File: config.mk
export PLATFORM = sky130hd
export DESIGN_NAME = mvm_feeder
export DESIGN_NICKNAME = d
export VERILOG_FILES = /design/src/rtl/mvm_feeder.sv
export SDC_FILE = /design/constraint.sdc
export NUM_CORES = 1
export LEC_CHECK = 0
export ABC_CLOCK_PERIOD_IN_PS = 16750
export CAP_MARGIN = 20
export CORE_ASPECT_RATIO = 0.8
export CORE_MARGIN = 5
export CORE_UTILIZATION = 40
export CTS_CLUSTER_DIAMETER = 30
export DETAILED_ROUTE_END_ITERATION = 8
export PLACE_DENSITY = 0.7
export SLEW_MARGIN = 20
export SYNTH_ARGS = -nofsm -noshare
export SYNTH_HDL_FRONTEND = slang
export SYNTH_SLANG_ARGS = --single-unit
File: constraint.sdc
create_clock -name clk -period 16.75 [get_ports clk]
set_input_delay 3.35 -clock clk [delete_from_list [all_inputs] [get_ports clk]]
set_output_delay 3.35 -clock clk [all_outputs]
set_load 0.02 [all_outputs]
File: src/rtl/mvm_feeder.sv
// Front-end sequencer for the 8x8 matrix-vector multiply unit: streams bytes into the
// A row FIFOs and the B FIFO, captures the eight results on done, returns them, then clears.
module mvm_feeder #(
  parameter int DATA_WIDTH = 8,
  parameter int ROWS       = 8,
  parameter int COLS       = 8
) (
  input  logic                        clk,
  input  logic                        rst,
  input  logic                        in_valid,
  output logic                        in_ready,
  input  logic [DATA_WIDTH-1:0]       in_data,
  input  logic                        abort,
  output logic [ROWS-1:0]             a_wren,
  output logic [DATA_WIDTH-1:0]       a_fifo_in,
  output logic                        b_wren,
  output logic [DATA_WIDTH-1:0]       b_fifo_in,
  input  logic                        mac_done,
  input  logic [3*DATA_WIDTH-1:0]     mac_out [ROWS],
  output logic                        mac_clr,
  output logic                        res_valid,
  input  logic                        res_ready,
  output logic [3*DATA_WIDTH-1:0]     res_data,
  output logic [$clog2(ROWS)-1:0]     res_idx,
  output logic                        res_last,
  output logic                        busy
);

  localparam int RW = $clog2(ROWS);
  localparam int CW = $clog2(COLS);
  localparam int OW = 3 * DATA_WIDTH;
  localparam logic [RW-1:0]   ROW_LAST = RW'(ROWS - 1);
  localparam logic [CW-1:0]   COL_LAST = CW'(COLS - 1);
  localparam logic [ROWS-1:0] ROW0_HOT = ROWS'(1);

  typedef enum logic [2:0] {IDLE, LOAD_A, LOAD_B, WAIT_DONE, SEND, CLEAR} state_t;

  state_t         state;
  logic [RW-1:0]  row;
  logic [CW-1:0]  col;
  logic [RW-1:0]  idx;
  logic [OW-1:0]  cap [ROWS];

  assign in_ready  = (state == IDLE) || (state == LOAD_A) || (state == LOAD_B);
  assign busy      = (state != IDLE);
  assign res_valid = (state == SEND);
  assign res_data  = cap[idx];
  assign res_idx   = idx;
  assign res_last  = res_valid && (idx == ROW_LAST);
  assign mac_clr   = (state == CLEAR);

  // NOTE: all state, including the capture buffer, uses non-blocking assignments so every
  // register samples pre-edge values; the buffer is reset because it is observable on res_data.
  always_ff @(posedge clk or posedge rst) begin
    if (rst) begin
      state     <= IDLE;
      row       <= '0;
      col       <= '0;
      idx       <= '0;
      a_wren    <= '0;
      a_fifo_in <= '0;
      b_wren    <= 1'b0;
      b_fifo_in <= '0;
      for (int i = 0; i < ROWS; i++) cap[i] <= '0;
    end else begin
      a_wren <= '0;
      b_wren <= 1'b0;
      if (abort && state != IDLE && state != CLEAR) begin
        state <= CLEAR;
        row   <= '0;
        col   <= '0;
        idx   <= '0;
      end else begin
        case (state)
          IDLE: if (in_valid) begin
            a_wren    <= ROW0_HOT << row;
            a_fifo_in <= in_data;
            col       <= CW'(1);
            state     <= LOAD_A;
          end
          LOAD_A: if (in_valid) begin
            a_wren    <= ROW0_HOT << row;
            a_fifo_in <= in_data;
            if (col == COL_LAST) begin
              col   <= '0;
              state <= LOAD_B;
            end else begin
              col <= col + CW'(1);
            end
          end
          LOAD_B: if (in_valid) begin
            b_wren    <= 1'b1;
            b_fifo_in <= in_data;
            col       <= '0;
            if (row == ROW_LAST) begin
              row   <= '0;
              state <= WAIT_DONE;
            end else begin
              row   <= row + RW'(1);
              state <= LOAD_A;
            end
          end
          // The last B write is still on the bus in the first WAIT_DONE cycle; skip it.
          WAIT_DONE: if (mac_done && !b_wren) begin
            cap   <= mac_out;
            idx   <= '0;
            state <= SEND;
          end
          SEND: if (res_ready) begin
            if (idx == ROW_LAST) begin
              idx   <= '0;
              state <= CLEAR;
            end else begin
              idx <= idx + RW'(1);
            end
          end
          CLEAR:   state <= IDLE;
          default: state <= IDLE;
        endcase
      end
    end
  end

endmodule

# Word-level counts from Yosys, hierarchy flattened
# Index checks and enable logic that the tools add are counted.
[op_classes]
add_sub_neg = 3
multipliers = 0
div_mod_pow = 0
n_lt_le_gt_ge = 1
n_eq_ne = 16
n_shift = 1
n_mux = 33
n_bitwise = 2
reduce_logical = 21
[op_table]
columns = ["cell", "count"]
rows = [
  ["$bmux W24 S3", 1],
  ["$mux W3", 20],
  ["$mux W24", 2],
  ["$mux W8", 3],
  ["$eq A3 B3 Y1 const B", 5],
  ["$pmux W3 S5", 1],
  ["$reduce_and A3 Y1", 4],
  ["$add A3 B1 Y3 const B", 3],
  ["$ne A3 B1 Y1 const B", 3],
  ["$ne A3 B2 Y1 const B", 3],
  ["$pmux W3 S3", 1],
  ["$shl A1 B3 Y8 const A", 1],
  ["$reduce_and A7 Y1", 1],
  ["$eq A3 B2 Y1 const B", 2],
  ["$ne A3 B3 Y1 const B", 2],
  ["$pmux W3 S2", 1],
  ["$reduce_bool A3 Y1", 2],
  ["$ge A4 B4 Y1 const B", 1],
  ["$logic_and A1 B1 Y1", 4],
  ["$not A3 Y4", 1],
  ["$reduce_and A4 Y1", 1],
  ["$reduce_bool A2 Y1", 2],
  ["$reduce_bool A4 Y1", 1],
  ["$eq A3 B1 Y1 const B", 1],
  ["other kinds (8)", 11],
]
[totals]
reg_bits = 229
latch_bits = 0
ramBits = 0
rom_bits = 0
inputBits = 206
output_inout_bits = 57
wordCells = 93
mem_count = 0

# Longest topological paths before layout
# Gate-level depths: netlist of run 1.
[logic_depth]
word_depth = 5
ltp_mapped = 6
ltp_nobuf = 6

# Worst setup path after synthesis of run 1
# OpenSTA, ideal clock, no wires.
[synth_timing]
path_kind = "reg-to-output"
start = "register idx[0], in the netlist res_idx[0]"
end = "output port res_data[0]"
arrival_time_ns = 1.764
required_ns = 13.400
slack_ns = 11.636
stages_incl_launch_ff = 5
n_path_buf = 2
cell_sequence = "dfrtp_1 clkbuf_1 buf_2 mux4_2 mux2_2"
[synth_between]
elab_chain_cells = 4
[synth_rtl]
columns = ["element", "line_no", "text"]
rows = [
  ["start: declaration", "41", "logic [RW-1:0] idx;"],
  ["start signal: assignment", "114", "idx <= idx + RW'(1);"],
  ["$not A3 Y4 (not written as such)", "47", "assign res_data = cap[idx];"],
  ["$bmux W24 S3", "47", ""],
  ["$mux W24 (not written as such) (2 in series)", "47", ""],
  ["end: declaration", "23", "output logic [3*DATA_WIDTH-1:0] res_data,"],
]
# No other way between the ends. The select of a mux whose other input is x is not followed.

# Worst setup path after layout of run 1
[layout_timing]
start = "register idx[0], in the netlist res_idx[0]"
end = "output port res_data[3]"
# Same word-level chain as after synthesis.

==> qor.csv, run 1 <==
metric,value,unit
status,finished clean,
Post-synth EDFFs,0,
Final Critical Period,6709,ps
register bit total from synthesis,229,
largest net degree at the start of global routing,92,
Setup crit end kind,output pin,
final hold vios,0,
WS Path Type,flip-flop to output pin,
Root Driver,clkbuf_16,
Setup crit start kind,flip-flop,
Max stage delay on crit path,700,ps
DR pass1 iterations,4,
TritonCTS Sinks,229,
Post-route DRC,0,
CP arrival,3360,ps
WL/cell,20.11,um
"Async S/R FF share, synth",100.0,%
buffer and inverter count on the worst path,2,
"Net count, final",1153,
initial antenna violation count,4,
RSZ-0062 raised after global routing,false,
Slew @ Worst Pin,1039,ps
crit path max-delay cell type,dfrtp_4,
reg2reg setup slack,13830,ps
chip width,190.4,um
CP Cell Sequence,"buf_4, mux4_2, mux2_2, clkdlybuf4s50_1",
clk slew on worst S/H paths,40,ps
cell family with most CP delay,buffers and inverters,
Worst Skew,15.60,ps
total grt overflow,0,
mapped cell area,10420,um2
Post-CTS Hold Buffers,0,
initial core utilization,40.85,%
total I/O pin count,263,
peak supply drop,0.1366,mV
Power Density,182.3,nW/um2
Max Slew Vio Count,0,
Max-Cap Viols,0,
fill cell count,2067,
Mapped Avg Cell Area,15.74,um2
Antenna Nets Post-Route,0,
Final Cycle Share,40.05,%
Netlist cell types,41,
ys flop type,dfrtp_1,
hold crit path type,flip-flop to flip-flop,
cell count after synthesis,662,
worst skew pair latency,520,ps
DRT Wirelength,26650,um
Rows,52,
Detailed Place HPWL,18270,um
Resize count post-CTS,0,
die extent in y,154.3,um
Clock Tree Buf Depth,3,
number of global-route vias before repair,7192,
required time worst endpoint,13400,ps
leakage,6.523,nW
global-route usage over all layers,18.20,%
Vias,6525,
critical path peak fanout,33,
Sum Neg Setup Slack,0,ps
die area,29390,um2
area of the core,25500,um2
global-route wire length before repair,41710,um
vias per cell,4.925,
CTS Buf Count,47,
area grow syn2layout,42.64,%
fin util,58.26,%
layout cells sized above 1,35.22,%
Achievable Freq,0.1491,GHz
Slew HR,30.42,%
H-tree levels,2,
CTS tree,done,
"Net Count, Synth",878,
IO buf count,262,
Final Setup Violations,0,
yosys warns,0,
postcts setup bufs,0,
1st-iter DRT viols,266,
sequential share of the synthesized area,55.01,%
routability congestion estimate,0.7834,
## area by class of cell
| class | count | area [um2] | share of cell area (%) |
|---|---|---|---|
| Clock inverter | 19 | 266.5 | 1.794 |
| Inverter | 8 | 37.54 | 0.2526 |
| Tap cell | 351 | 439.2 | 2.956 |
| Antenna cell | 3 | 7.507 | 0.05052 |
| Clock buffer | 64 | 1350 | 9.085 |
| Timing Repair Buffer | 269 | 2675 | 18.00 |
| Sequential cell | 229 | 5736 | 38.60 |
| Multi-Input combinational cell | 382 | 4348 | 29.26 |
## state kept, by name (all words and copies together) (netlist names)
signal and cells:
b_fifo_in 8, cap 192, state 3, col 3, a_wren 8, res_idx 3, row 3, a_fifo_in 8
b_wren 1
## logic make-up (layout without fill, tap and decap cells)
logic type / count (synthesis) / after routing / share of synthesized area (%)
other: 0 / 3 / 0
AND/OR/NAND/NOR: 70 / 70 / 3.531
buffers and inverters: 51 / 360 / 3.375
AO/OA/AOI/OAI: 25 / 25 / 1.754
multiplexers: 277 / 277 / 35.13
adder cells (fa/ha/maj): 10 / 10 / 1.201
flip-flops: 229 / 229 / 55.01
## path summary, 6_finish.rpt
path,from,endpoint,cells past startpoint
worst max-delay path,res_idx[0],res_data[3],4
worst min-delay path,a_fifo_in[6],a_fifo_in[6],2
worst max register to register,state[0],cap[8],4
worst min register to register,a_fifo_in[6],a_fifo_in[6],2
max in group asynchronous,rst,cap[12],3
min in group asynchronous,rst,cap[31],2
## layer usage
| layer | track usage (%) | vias up | wire, um |
|---|---|---|---|
| li1 | - | 3002 | - |
| met4 | 4.000 | 4 | 403 |
| met2 | 28.17 | 215 | 12250 |
| met1 | 23.87 | 3272 | 11390 |
| met3 | 8.157 | 32 | 2577 |
| met5 | 0 | - | 34 |
## cells in the final DEF, fill, tap and decap left out, drive strengths merged
master         instances
clkdlybuf4s50        262
and3b                  1
nor3b                  3
a22oi                  1
nor2b                  6
and4b                  1
or3                    2
o22ai                  1
o211ai                 1
inv                   12
a22o                   3
nor2                  10
a21o                   1
o21ai                  6
a31oi                  1
clkbuf                64
and3                   7
nand2                 26
o21a                   1
o31a                   1
a32o                   2
clkinvlp               1
mux4                  48
clkinv                 8
and2b                  1
diode                  3
mux2                 229
nor3                   2
nand2b                 4
a32oi                  1
a21oi                  5
buf                    7
o21bai                 1
bufinv                 6
dfrtp                229
nor4                   1
nand3                  1
and2                   4
nor4b                  1
ha                    10
## cell usage after synthesis, types with 5 or more instances
library cell / instances / area [um2]
mux2_2: 202 / 2275
mux2_1: 27 / 304.0
a21oi_1: 5 / 25.02
mux4_2: 48 / 1081
o21ai_0: 6 / 30.03
nor2_1: 10 / 37.54
dfrtp_1: 229 / 5731
inv_1: 8 / 30.03
clkbuf_1: 8 / 30.03
ha_1: 10 / 125.1
buf_6: 18 / 202.7
nor2b_1: 6 / 37.54
nand2_1: 26 / 97.59
buf_2: 14 / 70.07
and3_1: 7 / 43.79
## where the power goes
group | internal, mW | switching [mW]
sequential | 0.803 | 0.147
combinational | 0.504 | 0.317
clock | 0.651 | 0.286
total | 1.96 | 0.750
## through the flow
stage	power, mW	area (um2)	hold WS (ps)	instances	setup slack, ps
3_3_place_gp	1.767	13240	459.5	1239	10290
5_1_grt	2.865	14850	502.8	1323	9795
2_1_floorplan	1.477	10420	458.7	662	7124
6_report	2.709	14860	472.6	1325	10040
4_1_cts	2.752	14850	472.7	1322	9913
3_5_place_dp	1.789	13240	461.2	1239	10280
## worst reg2reg max path, stage by stage, from the launching register on
cell and delay, ps:
dfrtp_1 530, and2b_1 300, nand3_4 590, buf_4 900, mux2_2 470
Note: power is estimated with default switching activity, not from simulation.
==> run 2: changes to the inputs <==
Settings changed: ABC_CLOCK_PERIOD_IN_PS 16750 to 6770.
Clock period 16.75 ns to 6.77 ns, I/O delays scaled along.
==> qor.csv, run 2 (synthesis gave the netlist of run 1 again) <==
metric,value,unit,change
Detailed Place HPWL,18580,um,+1.7%
peak supply drop,0.2579,mV,+89%
clock network power share,35.2,%,+0.6 points
H-tree levels,2,,unchanged
WL/cell,20.10,um,about the same
die extent in y,154.3,um,unchanged
worst skew pair latency,520,ps,about the same
Setup crit end kind,output pin,,
initial antenna violation count,5,,+1
leakage,6.531,nW,+0.13%
Root Driver,clkbuf_16,,
number of global-route vias before repair,7316,,+1.7%
"commonest non-fill, non-tap cell in the layout",clkdlybuf4s50_1,,
DRT Wirelength,26640,um,about the same
Worst Skew,22.36,ps,+6.764 ps
buffer and inverter count on the worst path,2,,unchanged
Clock Tree Buf Depth,3,,unchanged
CP Cell Sequence,"buf_4, mux4_2, mux2_2, clkdlybuf4s50_1",,
vias per cell,4.937,,+0.25%
Max Slew Vio Count,0,,unchanged
global-route usage over all layers,17.93,%,-0.27 points
Power Density,454.1,nW/um2,+150%
Slew @ Worst Pin,1028,ps,-10.69 ps
Final Cycle Share,69.37,%,
Hold Worst Slack,476.0,ps,+3.321 ps
total grt overflow,0,,unchanged
sw power,1.910,mW,+150%
crit path max-delay cell type,dfrtp_4,,
Resize count post-CTS,0,,unchanged
clk slew on worst S/H paths,50,ps,about the same
largest net degree at the start of global routing,120,,+30%
DR pass1 iterations,4,,unchanged
Rows,52,,unchanged
status,finished clean,,
CTS tree,done,,
critical path peak fanout,35,,+6.1%
"Net count, final",1153,,unchanged
cell family with most CP delay,buffers and inverters,,
Vias,6541,,+0.25%
area grow syn2layout,43.33,%,
Setup crit start kind,flip-flop,,
Final Critical Period,4696,ps,
global-route wire length before repair,41380,um,-0.79%
Max-Cap Viols,0,,unchanged
Int Pwr,4.871,mW,+150%
switch share,28.17,%,+0.49 points
die area,29390,um2,unchanged
IO buf count,262,,unchanged
"Most flops, register",cap,,
required time worst endpoint,5420,ps,-7980 ps
Largest register FFs,192,,unchanged
final hold vios,0,,unchanged
WS Path Type,flip-flop to output pin,,
1st-iter DRT viols,287,,+7.9%
most frequent cells in the layout,"262 x clkdlybuf4s50_1, 227 x dfrtp_1, 202 x mux2_2",,
Post-CTS Hold Buffers,0,,unchanged
Post-route DRC,0,,unchanged
initial core utilization,40.85,%,unchanged
Sum Neg Setup Slack,0,ps,unchanged
Final Setup Violations,0,,unchanged
CP arrival,3340,ps,-20 ps
chip width,190.4,um,unchanged
layout cells sized above 1,35.77,%,+0.54 points
Max stage delay on crit path,900,ps,+200 ps
total I/O pin count,263,,unchanged
TritonCTS Sinks,229,,unchanged
hold crit path type,flip-flop to flip-flop,,
CTS Buf Count,45,,-4.3%
area of the core,25500,um2,unchanged
Gate power share,29.8,%,-0.5 points
fill cell count,2040,,-1.3%
Flop pwr share,35.0,%,about the same
postcts setup bufs,0,,unchanged
Slew HR,31.44,%,+1.0 points
Achievable Freq,0.2129,GHz,
routability congestion estimate,0.7803,,-0.40%
Antenna Nets Post-Route,0,,unchanged
RSZ-0062 raised after global routing,false,,
==> run 2: cell count changes in the layout (fill, tap and decap cells not counted), moves of 2 or more <==
cell,before,now
clkinv_4,1,6
bufinv_16,6,10
clkinvlp_4,1,7
clkinv_2,7,5
diode_2,3,1
inv_6,4,7
clkbuf_1,6,2
clkbuf_16,47,45
clkbuf_8,11,2
buf_12,0,3
==> run 2: worst paths after layout <==
| kind | startpoint | end | slack (ps) | cells after the start |
|---|---|---|---|---|
| min | a_fifo_in[5] | a_fifo_in[5] | 480 | 2 |
| max | res_idx[0] | res_data[13] | 2070 | 4 |
| min in group asynchronous | rst | cap[89] | 1170 | 2 |
| max reg2reg | state[1] | cap[51] | 3990 | 3 |
| min reg2reg | a_fifo_in[5] | a_fifo_in[5] | 480 | 2 |
| max in group asynchronous | rst | cap[125] | 4430 | 3 |
==> run 2: power groups by stage <==
stage	sequential, mW	clock, mW	combinational [mW]
final	2.38	2.39	2.02
after global placement	2.38	0	2.00
after detailed placement	2.40	0	2.04
after floorplan	2.26	0	1.39
after global routing	2.46	2.50	2.17
after CTS	2.39	2.43	2.06
==> run 2: cell type report <==
cell class | count | area [um2] | area share [%]
flip-flops and latches | 229 | 5736 | 38.41
multi-input cells | 382 | 4348 | 29.12
repair buffers | 271 | 2728 | 18.27
clock buffers | 49 | 1161 | 7.776
clock inverters | 34 | 484.2 | 3.243
well taps | 351 | 439.2 | 2.941
inverters | 8 | 33.78 | 0.2262
diodes | 1 | 2.502 | 0.01676
==> run 2: per-stage QoR <==
stage | setup slack, ps | area, um2 | instances | total power, mW | util [%]
finish | 2074 | 14930 | 1325 | 6.781 | 58.55
global route | 1880 | 14930 | 1325 | 7.140 | 58.55
CTS | 1977 | 14910 | 1323 | 6.881 | 58.46
detailed placement | 2478 | 13260 | 1240 | 4.440 | 52.01
global placement | 2485 | 13260 | 1240 | 4.384 | 52.01
floorplan | 2422 | 10420 | 662 | 3.655 | -
==> run 2: worst register-to-register path: stages (launching register included) <==
cell,delay [ps]
dfrtp_1,750
nand3_4,940
buf_4,610
mux2_1,370
==> run 2: routing by layer <==
| layer | vias up | part of all wire (%) | GRT usage, % |
|---|---|---|---|
| li1 | 3011 | - | - |
| met1 | 3255 | 42 | 23.11 |
| met2 | 220 | 47 | 28.62 |
| met3 | 47 | 8.7 | 7.008 |
| met4 | 8 | 2.0 | 4.650 |
| met5 | - | 0.16 | 0 |
